## config.mk

```make
export PLATFORM = sky130hd
export DESIGN_NAME = mod_vga_fb_scheduler
export DESIGN_NICKNAME = d
export VERILOG_FILES = /design/src/rtl/vga_fb_pkg.sv /design/src/rtl/mod_vga_fb_scheduler_line_buffer.sv /design/src/rtl/mod_vga_fb_scheduler.sv
export SDC_FILE = /design/constraint.sdc
export NUM_CORES = 2
export LEC_CHECK = 0
export CAP_MARGIN = 25
export CORE_ASPECT_RATIO = 1.1
export CORE_UTILIZATION = 65
export CTS_CLUSTER_SIZE = 30
export DETAILED_ROUTE_END_ITERATION = 8
export PLACE_DENSITY_LB_ADDON = 0.25
export SLEW_MARGIN = 40
export SYNTH_ARGS = -nofsm -noshare
export SYNTH_HDL_FRONTEND = slang
export SYNTH_HIERARCHICAL = 1
export SYNTH_SLANG_ARGS = --single-unit
```

## constraint.sdc

```tcl
create_clock -name in_clk_25_175_mhz -period 3.8 [get_ports in_clk_25_175_mhz]
set_input_delay 0.95 -clock in_clk_25_175_mhz [delete_from_list [all_inputs] [get_ports in_clk_25_175_mhz]]
set_output_delay 0.95 -clock in_clk_25_175_mhz [all_outputs]
set_load 0.005 [all_outputs]
```

## src/rtl/vga_fb_pkg.sv

```systemverilog
// Shared constants and types for the VGA framebuffer scheduler: NES geometry,
// fetch FSM states, the read tag carried through the RAM latency, and {y,x} packing.
package vga_fb_pkg;
  localparam int NES_W    = 256;
  localparam int NES_H    = 240;
  localparam int PIX_W    = 6;
  localparam int H_OFFSET = 64;
  localparam int FX_W     = $clog2(NES_W);
  localparam logic [PIX_W-1:0] BORDER_INDEX = 6'h0F;

  typedef enum logic [1:0] {IDLE, FETCH, DRAIN, DONE} fetch_state_t;

  typedef struct packed {
    logic            bank;
    logic [FX_W-1:0] fx;
  } rd_tag_t;

  function automatic logic [15:0] fb_pack(input logic [7:0] y, input logic [7:0] x);
    return {y, x};
  endfunction
endpackage

```

## src/rtl/mod_vga_fb_scheduler_line_buffer.sv

```systemverilog
// Ping-pong scanline store: two banks of NES_W palette indices, one write port
// fed by returning framebuffer reads, one registered read port for the VGA side.
module mod_vga_line_buffer
  import vga_fb_pkg::*;
(
  input  logic             in_clk_25_175_mhz,
  input  logic             in_reset,
  input  logic             wr_en,
  input  logic             wr_bank,
  input  logic [FX_W-1:0]  wr_addr,
  input  logic [PIX_W-1:0] wr_data,
  input  logic             rd_bank,
  input  logic [FX_W-1:0]  rd_addr,
  output logic [PIX_W-1:0] rd_data
);
  logic [PIX_W-1:0] mem [2*NES_W];

  always_ff @(posedge in_clk_25_175_mhz)
    if (wr_en) mem[{wr_bank, wr_addr}] <= wr_data;

  always_ff @(posedge in_clk_25_175_mhz or posedge in_reset)
    if (in_reset) rd_data <= '0;
    else          rd_data <= mem[{rd_bank, rd_addr}];
endmodule

```

## src/rtl/mod_vga_fb_scheduler.sv

```systemverilog
// Shares the single-port NES framebuffer between PPU writes and scanline prefetch,
// then streams 2x-scaled centred pixels. Optional scanline dim: MOD_VGA_FB_SCANLINE_EN.
module mod_vga_fb_scheduler
  import vga_fb_pkg::*;
#(
  parameter int RD_LAT = 1
) (
  input  logic             in_clk_25_175_mhz,
  input  logic             in_reset,
  input  logic             in_vga_frame_start,
  input  logic             in_vga_line_start,
  input  logic [9:0]       in_vga_next_x,
  input  logic             in_vga_active,
  input  logic             in_ppu_wr_valid,
  input  logic [7:0]       in_ppu_wr_x,
  input  logic [7:0]       in_ppu_wr_y,
  input  logic [PIX_W-1:0] in_ppu_wr_data,
  output logic             out_ppu_wr_ready,
  output logic [15:0]      out_fb_addr,
  output logic             out_fb_we,
  output logic [PIX_W-1:0] out_fb_wdata,
  input  logic [PIX_W-1:0] in_fb_rdata,
  output logic [PIX_W-1:0] out_pix_index,
  output logic             out_pix_dim,
  output logic             out_underrun
);
  fetch_state_t     state;
  logic [FX_W-1:0]  fx;
  logic [7:0]       fetch_y;
  logic [8:0]       vline;
  logic             front_bank, fetch_done, last_grant;
  logic [RD_LAT:0]  vld_pipe;
  rd_tag_t          tag_pipe [RD_LAT:0];

  // Even VGA lines start a new NES line; frame_start overrides line_start.
  logic even_ls, abort, kick, rd_req, ppu_gnt, rd_gnt;
  assign even_ls = in_vga_line_start & ~in_vga_frame_start & ~vline[0];
  assign abort   = in_vga_frame_start | even_ls;
  assign kick    = in_vga_frame_start |
                   (even_ls & (({1'b0, vline[8:1]} + 9'd1) < 9'(NES_H)));
  assign rd_req  = (state == FETCH) & ~abort;
  // last_grant = 1 when the fetcher won last; the other side wins a tie next.
  assign ppu_gnt = in_ppu_wr_valid & (~rd_req | last_grant);
  assign rd_gnt  = rd_req & ~ppu_gnt;
  assign out_ppu_wr_ready = ppu_gnt;

  always_ff @(posedge in_clk_25_175_mhz or posedge in_reset) begin
    if (in_reset) begin
      state        <= IDLE;
      fx           <= '0;
      fetch_y      <= '0;
      vline        <= '0;
      front_bank   <= 1'b0;
      fetch_done   <= 1'b0;
      last_grant   <= 1'b0;
      out_underrun <= 1'b0;
      out_fb_we    <= 1'b0;
      out_fb_addr  <= '0;
      out_fb_wdata <= '0;
    end else begin
      if (ppu_gnt | rd_gnt) last_grant <= rd_gnt;
      if (ppu_gnt && in_ppu_wr_y < 8'(NES_H)) begin
        out_fb_we    <= 1'b1;
        out_fb_addr  <= fb_pack(in_ppu_wr_y, in_ppu_wr_x);
        out_fb_wdata <= in_ppu_wr_data;
      end else begin
        out_fb_we <= 1'b0;
        if (rd_gnt) out_fb_addr <= fb_pack(fetch_y, 8'(fx));
      end

      if (in_vga_frame_start) vline <= '0;
      else if (in_vga_line_start) begin
        if (!vline[0]) begin
          if (!fetch_done) out_underrun <= 1'b1;
          front_bank <= ~front_bank;
        end
        if (vline != 9'd479) vline <= vline + 9'd1;
      end

      if (abort) fetch_done <= 1'b0;
      if (kick) begin
        state   <= FETCH;
        fx      <= '0;
        fetch_y <= in_vga_frame_start ? 8'd0 : vline[8:1] + 8'd1;
      end else if (abort) state <= IDLE;
      else begin
        case (state)
          FETCH: if (rd_gnt) begin
            fx <= fx + 1'b1;
            if (fx == FX_W'(NES_W-1)) state <= DRAIN;
          end
          DRAIN: if (~|vld_pipe[RD_LAT-1:0]) state <= DONE;
          DONE: begin
            fetch_done <= 1'b1;
            state      <= IDLE;
          end
          default: ;
        endcase
      end
    end
  end

  // Read tags ride alongside the RAM latency; an abort discards everything in flight.
  always_ff @(posedge in_clk_25_175_mhz or posedge in_reset) begin
    if (in_reset) begin
      vld_pipe <= '0;
      for (int k = 0; k <= RD_LAT; k++) tag_pipe[k] <= '0;
    end else begin
      vld_pipe    <= abort ? '0 : {vld_pipe[RD_LAT-1:0], rd_gnt};
      tag_pipe[0] <= '{bank: ~front_bank, fx: fx};
      for (int k = 1; k <= RD_LAT; k++) tag_pipe[k] <= tag_pipe[k-1];
    end
  end

  logic            in_win, win_q;
  logic [FX_W-1:0] lb_raddr;
  logic [PIX_W-1:0] lb_rdata;
  assign in_win   = in_vga_active && in_vga_next_x >= 10'(H_OFFSET) &&
                    in_vga_next_x < 10'(H_OFFSET + 2*NES_W);
  assign lb_raddr = FX_W'((in_vga_next_x - 10'(H_OFFSET)) >> 1);

  mod_vga_line_buffer u_lb (
    .in_clk_25_175_mhz (in_clk_25_175_mhz),
    .in_reset          (in_reset),
    .wr_en             (vld_pipe[RD_LAT] & ~abort),
    .wr_bank           (tag_pipe[RD_LAT].bank),
    .wr_addr           (tag_pipe[RD_LAT].fx),
    .wr_data           (in_fb_rdata),
    .rd_bank           (front_bank),
    .rd_addr           (lb_raddr),
    .rd_data           (lb_rdata)
  );

  always_ff @(posedge in_clk_25_175_mhz or posedge in_reset)
    if (in_reset) win_q <= 1'b0;
    else          win_q <= in_win;

  assign out_pix_index = win_q ? lb_rdata : BORDER_INDEX;

`ifdef MOD_VGA_FB_SCANLINE_EN
  // Parity of the VGA line being shown, latched before vline advances.
  logic line_odd;
  always_ff @(posedge in_clk_25_175_mhz or posedge in_reset) begin
    if (in_reset) begin
      line_odd    <= 1'b0;
      out_pix_dim <= 1'b0;
    end else begin
      if (in_vga_frame_start)     line_odd <= 1'b0;
      else if (in_vga_line_start) line_odd <= vline[0];
      out_pix_dim <= in_win & line_odd;
    end
  end
`else
  assign out_pix_dim = 1'b0;
`endif
endmodule

```

# == Yosys cells after proc, flatten, opt, wreduce, memory -nomap -nowiden ==
# Memory sizes are Yosys's and may differ from the RTL's. A register that Yosys moved wholly into a read port is not among the register bits.
# Cells that the tools add are included.
# word_totals
register_bits,75
ramBits,3072
in_bits,44
output_inout_bits,32
word_cells,93
mem_count,1
# op_classes
add_sub_neg,5
magnitude_cmp,4
n_eq_ne,9
mux,25
bitwise,18
n_reduce_logical,14
# memory_table
name,words,width,read_ports,rd_clocked_by_memory_dff,wr,line_no,source
u_lb.mem,512,6,1,1,1,mod_vga_fb_scheduler_line_buffer.sv:16,logic [PIX_W-1:0] mem [2*NES_W];
# op_table
op,n
$mux 8,5
$mux 16,2
$mux 9,3
$add 8x1->8 const B,2
$mux 2,6
$ge 10x7->1 const B,1
$lt 10x10->1 const B,1
$reduce_bool 2->1,5
$add 8x1->9 const B,1
$add 9x1->9 const B,1
$lt 9x8->1 const B,1
$ne 9x9->1 const B,1
$sub 9x7->9 const B,1
$eq 8x8->1 const B,1
$lt 8x8->1 const B,1
$ne 4x4->1 const B,2
$reduce_and 4->1,2
$and 1x1->1,7
$mux 1,7
$not 1->1,7
$mux 6,1
$pmux 2 s3,1
$reduce_and 3->1,2
$reduce_bool 5->1,1
7 further kinds,13

# == Logic depth before layout (Yosys ltp) ==
# logic_depth
depth_word,15
mapped_depth,13
depth_no_buf,10

# == Cells and area by module ==
# The synthesis kept the hierarchy.
# modules_own_cells
mod,n_inst,cells_each,area_per_inst_um2,seq_area_each_um2
mod_vga_line_buffer,1,6408,122867.8,92398.6
mod_vga_fb_scheduler,1,316,3510.9,1876.8

# == Worst setup path after synthesis ==
# Ideal clock, no wire load.
# synth_timing
path_type,input port to flip-flop
start,in in_vga_next_x[6]
end,"reg u_lb.rd_data[1], read port of u_lb.mem"
setup_ps,122
t_arrival_ps,3151
required_time_ps,3678
setup_slack_ps,527
stages,12
n_path_buf,3
path_cell_list,inv_1 -> ha_1 -> inv_1 -> clkbuf_1 -> clkbuf_1 -> and3b_1 -> clkbuf_1 -> o21ai_0 -> o22ai_1 -> a21oi_1 -> a32o_1 -> o2111a_1
# synth_via
elab_chain_cells,1
# synth_rtl
element,line_no,source
from (decl),mod_vga_fb_scheduler.sv:12,"input logic [9:0] in_vga_next_x,"
$sub 9x7->9,mod_vga_fb_scheduler.sv:120,assign lb_raddr = FX_W'((in_vga_next_x - 10'(H_OFFSET)) >> 1);
named net lb_raddr[6],mod_vga_fb_scheduler.sv:116,logic [FX_W-1:0] lb_raddr;
to (decl),mod_vga_fb_scheduler_line_buffer.sv:14,output logic [PIX_W-1:0] rd_data
# The timed path passes the listed nets, and every way through them passes these cells.
# A chain may end at the register's enable or synchronous reset.

# == Worst setup path after layout ==
# layout_timing
start,reg win_q
end,out out_pix_index[4]
# layout_via
elab_chain_cells,1
# layout_rtl
element,line_no,source
from (decl),mod_vga_fb_scheduler.sv:115,"logic in_win, win_q;"
from (signal assigned),mod_vga_fb_scheduler.sv:136,else win_q <= in_win;
$mux 6,mod_vga_fb_scheduler.sv:138,assign out_pix_index = win_q ? lb_rdata : BORDER_INDEX;
to (decl),mod_vga_fb_scheduler.sv:23,"output logic [PIX_W-1:0] out_pix_index,"
# Every way passes these cells.

==> results.toml <==
[cts]
post_cts_buffers = 0
clk_latency_ps = 970
path_clk_slew_ps = 70
htree_levels = 5
cts-resized-gates = 0
cts_buffer_depth = 4
root_buffer = "clkbuf_16"
cts.sinks = 3153
ctsHoldBuffers = 0
cts_tree = "built"
numCtsBuffers = 314

[cells_and_area]
nNetsFinal = 7919
finalNonFillerCells = 10700
area_growth_pct = 16.7
drive_gt1_share_pct = 26.3
design_area_um2 = 147000
post-route-util_pct = 76.4
nFillCells = 10100

[route]
drc = 0
drt_iter0_drc = 10900
num_vias = 73700
wl_per_cell_um = 33.7
totalWireLength_um = 359000
viasPerCell = 6.92
firstDrtPassIters = 8
postRouteAntennaNets = 0

[sta]
worst_slew_pin_slew_ps = 848
period_needed_ps = 3690
hold_violations = 0
finalMaxSlewViolations = 0
min_period_over_period_pct = 97.0
max_freq_mhz = 271
rsz0062_at_grt = "no"
relSlewSlack_pct = 43.1
clock_skew_ps = 67.7
setup_viol = 0
finalSetupTns_ps = 0

[synthesis]
ys_top_cells_by_count = "edfxtp_1, nor2_1, mux2i_1"
yosysTopAreaCellShare_pct = 73.0
yosysMostFrequentCell = "edfxtp_1"
ys_top_cells_by_area = "edfxtp_1, mux4_2, mux2i_1"
syn_inst = 6724
syn_avg_cell_area_um2 = 18.8
yosys_warnings = 6
syn-num-nets = 6774
ys_ff_latch = 3153
synth-edff-count = 3072
yosys.area.top_type = "edfxtp_1"
synth_cell_types = 113
ys_seq_area_share_pct = 74.6
synth_area_um2 = 126000
async_flop_share_pct = 2.57
synth-main-ff-cell = "edfxtp_1"

[floorplan]
die_h_um = 464
io_pins = 76
chipWidth_um = 422
placementRows = 169
coreArea_um2 = 193000
initial_utilization_pct = 65.5
dieArea_um2 = 196000

[worst_setup_path]
crit_path_max_fanout = 6
timing.rr.start = "front_bank"
cp-end-kind = "output pin"
start_kind = "flip-flop"
crit_type = "flip-flop to output pin"
reg2reg_slack_ps = 570
r2r_end = "u_lb/rd_data[0]"
cp.required_ps = 2850
cp_data_arrival_time_ps = 2740
reg2reg_depth = 9

[power_and_ir_drop]
finalPower_uw = 73700
p_leak_uw = 0.0505
max-vdd-ir-drop_mv = 0.503
p_per_area_nw_per_um2 = 500

[hold_path]
holdPathStages = 0
hp-class = "flip-flop to flip-flop"
whs_endpoint = "tag_pipe[13]"
hp-start = "tag_pipe[4]"

[global_routing]
grt_pass1_wl_um = 515000
grt_pass1_vias = 74900
grt-ovfl-total = 0
grt_max_degree = 132
grt.total_usage_pct = 36.8
antenna_found_initial = 10

[placement]
placed_cell_area_um2 = 138000
dp_cells = 10100
place.gp.congestion = 0.970
hpwl_um = 226000
numPortBuffers = 74

[status]
status = "finished, final reports clean"

[run]
cap_viol_max_count = 0
[cell type report]
type,instances,area [um2],share of cell area [%]
Tap cell,2565,3210,2.18
Sequential cell,3153,94300,63.9
Clock inverter,155,1450,0.985
Clock buffer,381,8290,5.62
Multi-Input combinational cell,3093,28600,19.4
Timing Repair Buffer,1275,11500,7.79
Inverter,32,131,0.0891
Antenna cell,4,10.0,0.00679
[report_power, final]
| group | internal, uW | leakage, uW | total, uW | switching, uW |
|---|---|---|---|---|
| sequential | 38200 | 0.0287 | 38400 | 157 |
| combinational | 1900 | 0.0171 | 5240 | 3340 |
| clock | 17400 | 0.00479 | 30100 | 12700 |
| total | 57500 | 0.0505 | 73700 | 16200 |
[through the flow]
stage	setup slack [ps]	hold slack (ps)
after floorplan	527	331
after global placement	-394	336
after detailed placement	-458	335
after CTS	154	342
after global routing	205	355
final	114	348
[critical path: stages, from the launching register on]
cell	delay (ps)
dfrtp_1	670
and2_1	460
clkdlybuf4s50_1	620
[layer usage]
layer / GRT usage, % / routed length, um
met1: 46.3 / 118000
met2: 58.2 / 170000
met3: 8.86 / 44100
met4: 23.0 / 27000
met5: 0 / 76
[logic make-up after synthesis]
family	after synthesis	synth area share [%]
compound gates	874	4.90
fa+ha+maj	6	0.0594
mux	1128	13.6
buf+inv	478	2.90
xor+xnor	22	0.152
simple gates	1062	3.76
other cells	1	0.00297
flops	3153	74.6
[sequential cells by signal (all words and copies together) (netlist names)]
| register | cells |
|---|---|
| tag_pipe | 18 |
| front_bank | 1 |
| fx | 8 |
| vline | 9 |
| out_fb_we | 1 |
| u_lb/mem | 3072 |
| u_lb/rd_data | 6 |
| out_fb_wdata | 6 |
| state | 2 |
| last_grant | 1 |
| win_q | 1 |
| fetch_done | 1 |
| out_underrun | 1 |
| out_fb_addr | 16 |
| vld_pipe | 2 |
| fetch_y | 8 |
[how the worst max path moves through the flow]
stage / from / endpoint / slack (ps) / depth (start not counted)
detailed placement: in_vga_next_x[6] / u_lb/rd_data[0] / -460 / 13
global placement: in_vga_next_x[1] / u_lb/rd_data[3] / -390 / 10
global route: win_q / out_pix_index[4] / 210 / 2
finish: win_q / out_pix_index[4] / 110 / 2
CTS: win_q / out_pix_index[4] / 150 / 2
floorplan: in_vga_next_x[6] / u_lb/rd_data[1] / 530 / 12
[layout by cell type, fill, tap and decap left out, types with 80 or more instances in the layout]
cell,n
nor2_1,635
edfxtp_1,3072
nand2_1,126
a21oi_1,133
buf_4,1069
buf_12,132
o21ai_0,96
mux4_2,370
mux2i_1,634
o22ai_1,175
o221ai_1,166
clkbuf_16,322
dfrtp_1,80
Power figures use the tool's default switching activity.
